File: src/rtl/vga_timing_gen.sv
// Parametrised raster timing generator: pixel/line counters, sync pulses, data enable
// and line/frame strobes, all registered and aligned to the current (hc,vc) position.
module vga_timing_gen #(
  parameter int CW       = 10,
  parameter int H_ACTIVE = 640,
  parameter int H_FP     = 24,
  parameter int H_SYNC   = 40,
  parameter int H_BP     = 128,
  parameter int V_ACTIVE = 480,
  parameter int V_FP     = 9,
  parameter int V_SYNC   = 3,
  parameter int V_BP     = 28,
  parameter int H_POL    = 0,
  parameter int V_POL    = 0
) (
  input  logic          px_clk,
  input  logic          reset_n,
  input  logic          en,
  output logic          hsync,
  output logic          vsync,
  output logic          de,
  output logic [CW-1:0] x_px,
  output logic [CW-1:0] y_px,
  output logic          line_start,
  output logic          frame_start
);

  localparam int H_TOTAL = H_ACTIVE + H_FP + H_SYNC + H_BP;
  localparam int V_TOTAL = V_ACTIVE + V_FP + V_SYNC + V_BP;

  if (H_TOTAL > (2 ** CW) || V_TOTAL > (2 ** CW)) begin : g_bad_cw
    $error("vga_timing_gen: CW too small for H_TOTAL/V_TOTAL");
  end

  if (H_ACTIVE < 1 || H_FP < 1 || H_SYNC < 1 || H_BP < 1 ||
      V_ACTIVE < 1 || V_FP < 1 || V_SYNC < 1 || V_BP < 1 || CW < 1) begin : g_bad_param
    $error("vga_timing_gen: every timing parameter must be >= 1");
  end

  localparam logic [CW-1:0] H_LAST   = CW'(H_TOTAL - 1);
  localparam logic [CW-1:0] V_LAST   = CW'(V_TOTAL - 1);
  localparam logic [CW-1:0] H_ACT    = CW'(H_ACTIVE);
  localparam logic [CW-1:0] V_ACT    = CW'(V_ACTIVE);
  localparam logic [CW-1:0] HS_START = CW'(H_ACTIVE + H_FP);
  localparam logic [CW-1:0] HS_END   = CW'(H_ACTIVE + H_FP + H_SYNC);
  localparam logic [CW-1:0] VS_START = CW'(V_ACTIVE + V_FP);
  localparam logic [CW-1:0] VS_END   = CW'(V_ACTIVE + V_FP + V_SYNC);
  localparam logic          HP       = (H_POL != 0);
  localparam logic          VP       = (V_POL != 0);

  logic [CW-1:0] hc, vc;
  logic [CW-1:0] hc_nxt, vc_nxt;
  logic          hsync_nxt, vsync_nxt, de_nxt;

  // Outputs are derived from the position being stepped into, so the registered
  // outputs always describe the registered counters with no pipeline skew.
  always_comb begin
    hc_nxt = hc + CW'(1);
    vc_nxt = vc;
    if (hc >= H_LAST) begin
      hc_nxt = '0;
      vc_nxt = (vc >= V_LAST) ? '0 : vc + CW'(1);
    end
    hsync_nxt = (hc_nxt >= HS_START && hc_nxt < HS_END) ? HP : ~HP;
    vsync_nxt = (vc_nxt >= VS_START && vc_nxt < VS_END) ? VP : ~VP;
    de_nxt    = (hc_nxt < H_ACT) && (vc_nxt < V_ACT);
  end

  // Reset parks the counters on the last pixel of the frame so the first
  // enabled step lands on (0,0) and raises both strobes.
  always_ff @(posedge px_clk) begin
    if (!reset_n) begin
      hc          <= H_LAST;
      vc          <= V_LAST;
      hsync       <= ~HP;
      vsync       <= ~VP;
      de          <= 1'b0;
      x_px        <= '0;
      y_px        <= '0;
      line_start  <= 1'b0;
      frame_start <= 1'b0;
    end else if (en) begin
      hc          <= hc_nxt;
      vc          <= vc_nxt;
      hsync       <= hsync_nxt;
      vsync       <= vsync_nxt;
      de          <= de_nxt;
      x_px        <= hc_nxt;
      y_px        <= vc_nxt;
      line_start  <= (hc_nxt == '0);
      frame_start <= (hc_nxt == '0) && (vc_nxt == '0);
    end else begin
      line_start  <= 1'b0;
      frame_start <= 1'b0;
    end
  end

endmodule

File: config.mk
export PLATFORM = sky130hd
export DESIGN_NAME = vga_timing_gen
export DESIGN_NICKNAME = d
export VERILOG_FILES = /design/src/rtl/vga_timing_gen.sv
export SDC_FILE = /design/constraint.sdc
export NUM_CORES = 1
export LEC_CHECK = 0
export BUFFER_PORTS_ARGS = -buffer_cell sky130_fd_sc_hd__buf_2
export CAP_MARGIN = 20
export CORE_MARGIN = 1.5
export CORE_UTILIZATION = 40
export CTS_CLUSTER_DIAMETER = 80
export DETAILED_ROUTE_END_ITERATION = 6
export PLACE_DENSITY = 0.62
export REMOVE_ABC_BUFFERS = 1
export SETUP_SLACK_MARGIN = 0.05
export SYNTH_ARGS = -nofsm -noshare
export SYNTH_HDL_FRONTEND = slang
export SYNTH_SLANG_ARGS = --single-unit
File: constraint.sdc
create_clock -name px_clk -period 4.1 [get_ports px_clk]
set_input_delay 0.82 -clock px_clk [delete_from_list [all_inputs] [get_ports px_clk]]
set_output_delay 0.82 -clock px_clk [all_outputs]
set_load 0.005 [all_outputs]
* After elaboration in Yosys (flattened, before gate mapping)
Cells that the tools add are included.
Operators by class: add/sub/neg operators 2, $lt $le $gt $ge 8, muxes and demuxes 5, reductions and logical operators 7
Operators by type and width (number):
- greater-or-equal comparator 10 bit (second input constant) | 3
- two-way mux 10 bit | 3
- adder 10 x 1 -> 10 bit (second input constant) | 2
- logical NOT 10 bit | 2
- < comparator 10 bit (second input constant) | 2
- < comparator 10 x 9 -> 1 bit (second input constant) | 2
- greater-or-equal comparator 10 x 9 -> 1 bit (second input constant) | 1
- logical AND 1 bit | 4
- two-way mux 1 bit | 2
- AND reduction 2 bit | 1
Word-level totals: register bits 45, word-level logic and storage cells 31

* Longest topological paths before layout
Gate-level depths: netlist (run 1).
depth in word-level cells 6, gate-level depth with buffers 9, depth with buffers taken out 7

* Worst setup path before layout (run 1)
Ideal clock, no wire load.
path type register to register, from register hc[0], to register vsync, setup time 0.122 ns, arrival 2.335 ns, required time 3.978 ns, setup slack 1.643 ns, stages on the path, launching flop included 8, path buffers 0, cell sequence dfxtp_1 > ha_1 > and3_4 > a21oi_2 > or3_1 > a211oi_1 > or4b_1 > o32a_1
Between the ends: word-level cells in the longest chain between the ends 5
RTL lines:
- from (decl) | RTL line 51 | logic [CW-1:0] hc, vc;
- from (signal assigned) | RTL line 83 | hc <= hc_nxt;
- greater-or-equal comparator 10 bit (*) | RTL line 60 | if (hc >= H_LAST) begin
- two-way mux 10 bit (*) | RTL line 60
- greater-or-equal comparator 10 x 9 -> 1 bit / < comparator 10 x 9 -> 1 bit (equally long branches) | RTL line 65 | vsync_nxt = (vc_nxt >= VS_START && vc_nxt < VS_END) ? VP : ~VP;
- logical AND 1 bit (*) | RTL line 65
- two-way mux 1 bit (*) | RTL line 65
- to (signal assigned) | RTL line 76 | vsync <= ~VP;
- to (signal assigned) | RTL line 86 | vsync <= vsync_nxt;
- to (decl) | RTL line 20 | output logic vsync,
Every way passes the cells marked *; elsewhere a longest branch is shown, timed or not. A chain may end at the register's enable or synchronous reset.

* Worst setup path in the final report (run 1)
Ends and elaborated chain as after synthesis.

==> impl_metrics.env, run 1 <==
export IMPL_layout_min_cycle_time_ns=3.01
export IMPL_period_share_pct=73.4
export IMPL_p_leak_nw=0.939
export IMPL_rsz0062_at_grt="no"
export IMPL_drc=0
export IMPL_grt_pass1_vias=1818
export IMPL_row_count=26
export IMPL_powerDensity_nw_per_um2=418
export IMPL_path_buf_inv=0
export IMPL_final_cell_mix="37 x dfxtp_1, 31 x nor2_1, 27 x buf_2"
export IMPL_cts_made_buffers=5
export IMPL_place_gp_congestion=0.887
export IMPL_nFillCells=554
export IMPL_core_area_um2=5140
export IMPL_whs_ns=0.466
export IMPL_worst_ep_arrival_time_ns=3.20
export IMPL_first_pass_iters=4
export IMPL_r2r_start="hc[0]"
export IMPL_synth_edf_count=0
export IMPL_clock_latency_ns=0.30
export IMPL_slowest_stage="a21oi_2"
export IMPL_die_w_um=76.2
export IMPL_placement_io_buffers=27
export IMPL_drt_iter0_drc=147
export IMPL_synth_ff_type="dfxtp_1"
export IMPL_critical_path_class="reg2reg"
export IMPL_hold_start="x_px[1]"
export IMPL_slew_headroom_pct=44.7
export IMPL_grt_use_total_pct=18.6
export IMPL_tightest_slew_ns=0.829
export IMPL_antenna_found_initial=0
export IMPL_drv_slew=0
export IMPL_vias=1993
export IMPL_hp_class="reg2reg"
export IMPL_tns_ns=0
export IMPL_wl_um=5130
export IMPL_cp_max_fo=21
export IMPL_synthTopCellsByArea="dfxtp_1 35%, nor2_1 5.4%, o21ai_0 5.1%"
export IMPL_grt_pass1_wl_um=8830
export IMPL_grt_ovfl_total=0
export IMPL_avgSynthCellArea_um2=7.79
export IMPL_async_reset_ff_share_pct=0
export IMPL_yosysTopAreaCell="dfxtp_1"
export IMPL_wl_per_cell_um=14.5
export IMPL_n_antenna_cell=0
export IMPL_layout_commonest_cell="dfxtp_1"
export IMPL_slowest_delay_ns=0.66
export IMPL_cts_repair_resized=0
export IMPL_nNetsFinal=289
export IMPL_yosysWarnings=0
export IMPL_crit_chain="ha_1 > and3_4 > a21oi_2 > o21ai_0 > a211oi_1 > or4b_1 > o32a_1"
export IMPL_multiInputGateArea_um2=1220
export IMPL_outcome="complete, no violations"
export IMPL_cp_required_ns=4.29
export IMPL_grt_max_degree=22
export IMPL_holdBufCountCts=0
export IMPL_dieArea_um2=5810
export IMPL_cts_sink_count=37
export IMPL_initial_core_util_pct=41.7
export IMPL_ios=28
export IMPL_hpwl_um=3570
export IMPL_setup_worst_path_start="hc[0]"
export IMPL_syn_area_um2=2140
export IMPL_cts_buffer_depth=2
export IMPL_finalSetupViolations=0
export IMPL_die_height_um=76.2
export IMPL_drive_gt1_share_pct=14.4
export IMPL_crit_path_start_kind="register"
export IMPL_yosysUniqueCellTypes=60
export IMPL_final_hold_viol_count=0
export IMPL_cts_tree="built"
export IMPL_viasPerCell=5.63
export IMPL_path_clk_slew_ns=0.07
export IMPL_synth_top_area_share_pct=34.6
export IMPL_area_growth_pct=8.06
export IMPL_fmax_mhz=332
export IMPL_clock_skew_ns=0.00746
export IMPL_path_delay_family="compound AO/OA/AOI/OAI gates"
export IMPL_cts_htree_levels=2
export IMPL_ir_worst_vdd_v=0.000176
export IMPL_antenna_left=0
export IMPL_endpoint_kind="register"
export IMPL_drv_cap=0
export IMPL_clock_root_buffer="clkbuf_8"
export IMPL_ys_ff_latch=37
export IMPL_syn_inst=275
export IMPL_yosysSeqAreaShare_pct=34.6
export IMPL_post_cts_buffers=0
export IMPL_regArea_um2=741
sequential cells by signal, indices dropped and copies added (netlist names), 4 cells and up:
signal,cells
vc,4
x_px,10
y_px,10
hc,8
final cells by class:
type	count	area share, %
Tap cell	70	3.78
Sequential cell	37	32.0
Multi-Input combinational cell	204	52.7
Clock buffer	7	3.73
Inverter	6	0.972
Timing Repair Buffer	30	6.81
worst reg2reg max path, stage by stage (launching register included):
cell and delay (ns):
dfxtp_1 0.38, ha_1 0.31, and3_4 0.23, a21oi_2 0.66
o21ai_0 0.26, a211oi_1 0.23, or4b_1 0.48, o32a_1 0.36
path summary, 6_finish.rpt:
check / to / slack [ns] / cells after the start
setup / recovery: vsync / 1.09 / 7
hold reg to reg: x_px[1] / 0.47 / 2
setup reg to reg: vsync / 1.09 / 7
hold / removal: x_px[1] / 0.47 / 2
power breakdown:
group	switching, mW	internal [mW]	total (mW)	leakage, nW
Combinational	0.157	0.113	0.270	0.591
Sequential	0.0437	0.393	0.437	0.304
Clock	0.127	0.133	0.260	0.0443
logic make-up (layout without fill, tap and decap cells):
kind of cell,after synthesis,in the layout,synth area share (%)
fa+ha+maj,2,2,1.17
mux,1,1,0.467
compound gates,81,81,25.3
simple gates,114,114,27.6
xor+xnor,6,6,2.45
buf+inv,34,43,8.46
flops,37,37,34.6
Yosys cell counts, types with 3 or more instances:
master / n
dfxtp_1: 37
a21oi_1: 17
nand2_1: 26
a211oi_1: 7
nor2b_1: 4
and3_1: 5
inv_1: 6
clkbuf_1: 11
nor3_1: 9
nand4b_1: 3
a31oi_1: 3
or3_1: 5
o311ai_0: 3
buf_4: 11
buf_2: 4
and2_1: 3
o21ai_0: 22
nand3_1: 10
xnor2_1: 3
xor2_1: 3
nor2_1: 31
a211o_1: 3
stage by stage:
| stage | instances | area (um2) | utilization, % | setup slack [ns] | total power, mW |
|---|---|---|---|---|---|
| final | 354 | 2320 | 45.1 | 1.09 | 0.967 |
| after global routing | 354 | 2320 | 45.1 | 0.857 | 1.03 |
| after CTS | 354 | 2320 | 45.1 | 1.10 | 0.971 |
| after detailed placement | 347 | 2230 | 43.4 | 1.11 | 0.713 |
| after global placement | 347 | 2230 | 43.4 | 1.22 | 0.713 |
| after floorplan | 247 | 1980 | - | 1.46 | 0.626 |
routing by layer:
layer	share of wire [%]	global-route usage, %	vias to the layer above
met4	1.3	5.56	0
met2	44	28.0	38
met3	5.9	4.67	7
li1	-	-	1020
met1	48	26.0	928
met5	0	0	-
(Power assumes the default switching activity.)
==> run 2, diff against run 1 <==
clock period = 3.04 ns   (was 4.1 ns; I/O delays follow)
==> impl_metrics.env, run 2 (synthesis gave the netlist of run 1 again) <==
export IMPL_fin_cells=363
export IMPL_critical_path_class="reg2reg"
export IMPL_setup_worst_path_start="hc[0]"
export IMPL_cp_max_fo=13
export IMPL_cts_tree="built"
export IMPL_r2r_end="vsync"
export IMPL_tightest_slew_ns=0.662
export IMPL_endpoint_kind="register"
export IMPL_n_antenna_cell=0
export IMPL_rrSetupSlack_ns=0.27
export IMPL_layout_min_cycle_time_ns=2.77
export IMPL_cp_required_ns=3.22
export IMPL_final_cell_mix="37 x dfxtp_1, 31 x nor2_1, 27 x buf_2"
export IMPL_grt_pass1_vias=1775
export IMPL_grt_pass1_wl_um=8630
export IMPL_rsz0062_at_grt="no"
export IMPL_period_share_pct=91.1
export IMPL_path_buf_inv=0
export IMPL_clock_skew_ns=0.00890
export IMPL_crit_path_start_kind="register"
export IMPL_worst_ep_arrival_time_ns=2.95
export IMPL_placement_io_buffers=27
export IMPL_slowest_delay_ns=0.51
export IMPL_cts_htree_levels=2
export IMPL_clock_root_buffer="clkbuf_8"
export IMPL_die_height_um=76.2
export IMPL_crit_end="vsync"
export IMPL_ir_worst_vdd_v=0.000313
export IMPL_viasPerCell=5.69
export IMPL_drv_cap=0
export IMPL_antenna_found_initial=0
export IMPL_drt_iter0_drc=208
export IMPL_first_pass_iters=4
export IMPL_hpwl_um=3640
export IMPL_tns_ns=0
export IMPL_final_hold_viol_count=0
export IMPL_drc=0
export IMPL_cts_buffer_depth=2
export IMPL_holdBufCountCts=0
export IMPL_finalSetupViolations=0
export IMPL_whs_ns=0.468
export IMPL_grt_max_degree=22
export IMPL_outcome="complete, no violations"
export IMPL_critical_path_cell_count=7
export IMPL_dieArea_um2=5810
export IMPL_post_cts_buffers=0
export IMPL_place_gp_congestion=0.839
export IMPL_cts_repair_resized=0
export IMPL_rr_worst_depth=7
export IMPL_r2r_start="hc[0]"
export IMPL_drive_gt1_share_pct=17.1
export IMPL_fmax_mhz=361
export IMPL_row_count=26
export IMPL_wl_um=5170
export IMPL_clock_latency_ns=0.29
export IMPL_slew_headroom_pct=55.7
export IMPL_grt_use_total_pct=18.2
export IMPL_dpl_cell_count=356
export IMPL_powerDensity_nw_per_um2=551
export IMPL_hold_start="x_px[1]"
export IMPL_area_growth_pct=11.2
export IMPL_p_leak_nw=0.984
export IMPL_hp_class="reg2reg"
export IMPL_nNetsFinal=298
export IMPL_vias=2066
export IMPL_cts_sink_count=37
export IMPL_layout_commonest_cell="dfxtp_1"
export IMPL_grt_ovfl_total=0
export IMPL_core_area_um2=5140
export IMPL_path_delay_family="simple AND/OR/NAND/NOR gates"
export IMPL_cts_made_buffers=5
export IMPL_antenna_left=0
export IMPL_drv_slew=0
export IMPL_wl_per_cell_um=14.2
export IMPL_initial_core_util_pct=41.7
export IMPL_die_w_um=76.2
export IMPL_ios=28
export IMPL_reg_top3="x_px x10, y_px x10, hc x8"
export IMPL_slowest_stage="or4b_1"
export IMPL_path_clk_slew_ns=0.07
export IMPL_final_core_util_pct=46.4
export IMPL_crit_chain="ha_1 > and3_4 > a21oi_2 > or3_1 > a211oi_1 > or4b_1 > o32a_1"
[run 2: cell types whose count changed in the layout (fill, tap and decap cells not counted), sizes merged]
cell	previous run	this run
buf	30	39
[run 2: cell type report]
class,instances,area [um2]
multi-input combinational,204,1220
sequential,37,741
clock buffer,7,86.3
timing repair buffer,39,225
fill,558,2760
tap,70,87.6
inverter,6,22.5
[run 2: how the worst min path moves through the flow]
| stage | to | slack (ns) | cells past startpoint |
|---|---|---|---|
| floorplan | x_px[2] | 0.46 | 2 |
| global placement | x_px[2] | 0.45 | 2 |
| global route | x_px[2] | 0.48 | 2 |
| CTS | x_px[1] | 0.47 | 2 |
| detailed placement | x_px[2] | 0.45 | 2 |
| finish | x_px[1] | 0.47 | 2 |
[run 2: power breakdown]
| part | switching, mW | internal, mW | total, mW |
|---|---|---|---|
| clock | 0.166 | 0.180 | 0.346 |
| combinational | 0.222 | 0.164 | 0.386 |
| sequential | 0.0509 | 0.531 | 0.582 |
| total | 0.439 | 0.875 | 1.31 |
[run 2: tightest hold or removal path: cells and delay by family, from the launching register on]
| family | cells | cell delay (ns) |
|---|---|---|
| compound gates | 1 | 0.05 |
| simple gates | 1 | 0.06 |
| flops | 1 | 0.31 |
[run 2: through the flow]
stage	setup slack (ns)	cell area, um2	power [mW]
floorplan	0.398	1980	0.844
global placement	0.342	2300	0.972
detailed placement	0.301	2300	0.972
CTS	0.297	2380	1.32
global route	0.131	2380	1.40
finish	0.269	2380	1.31
[run 2: per-layer routing]
metal  global-route usage, %  share of wire, %  vias to the layer above  wire (um)
li1                        -                 -                     1032          -
met1                    25.2                49                      953       2510
met2                    27.4                45                       71       2310
met3                    4.07               5.1                       10        265
met4                    6.85               1.6                        0         83
met5                       0                 0                        -          0
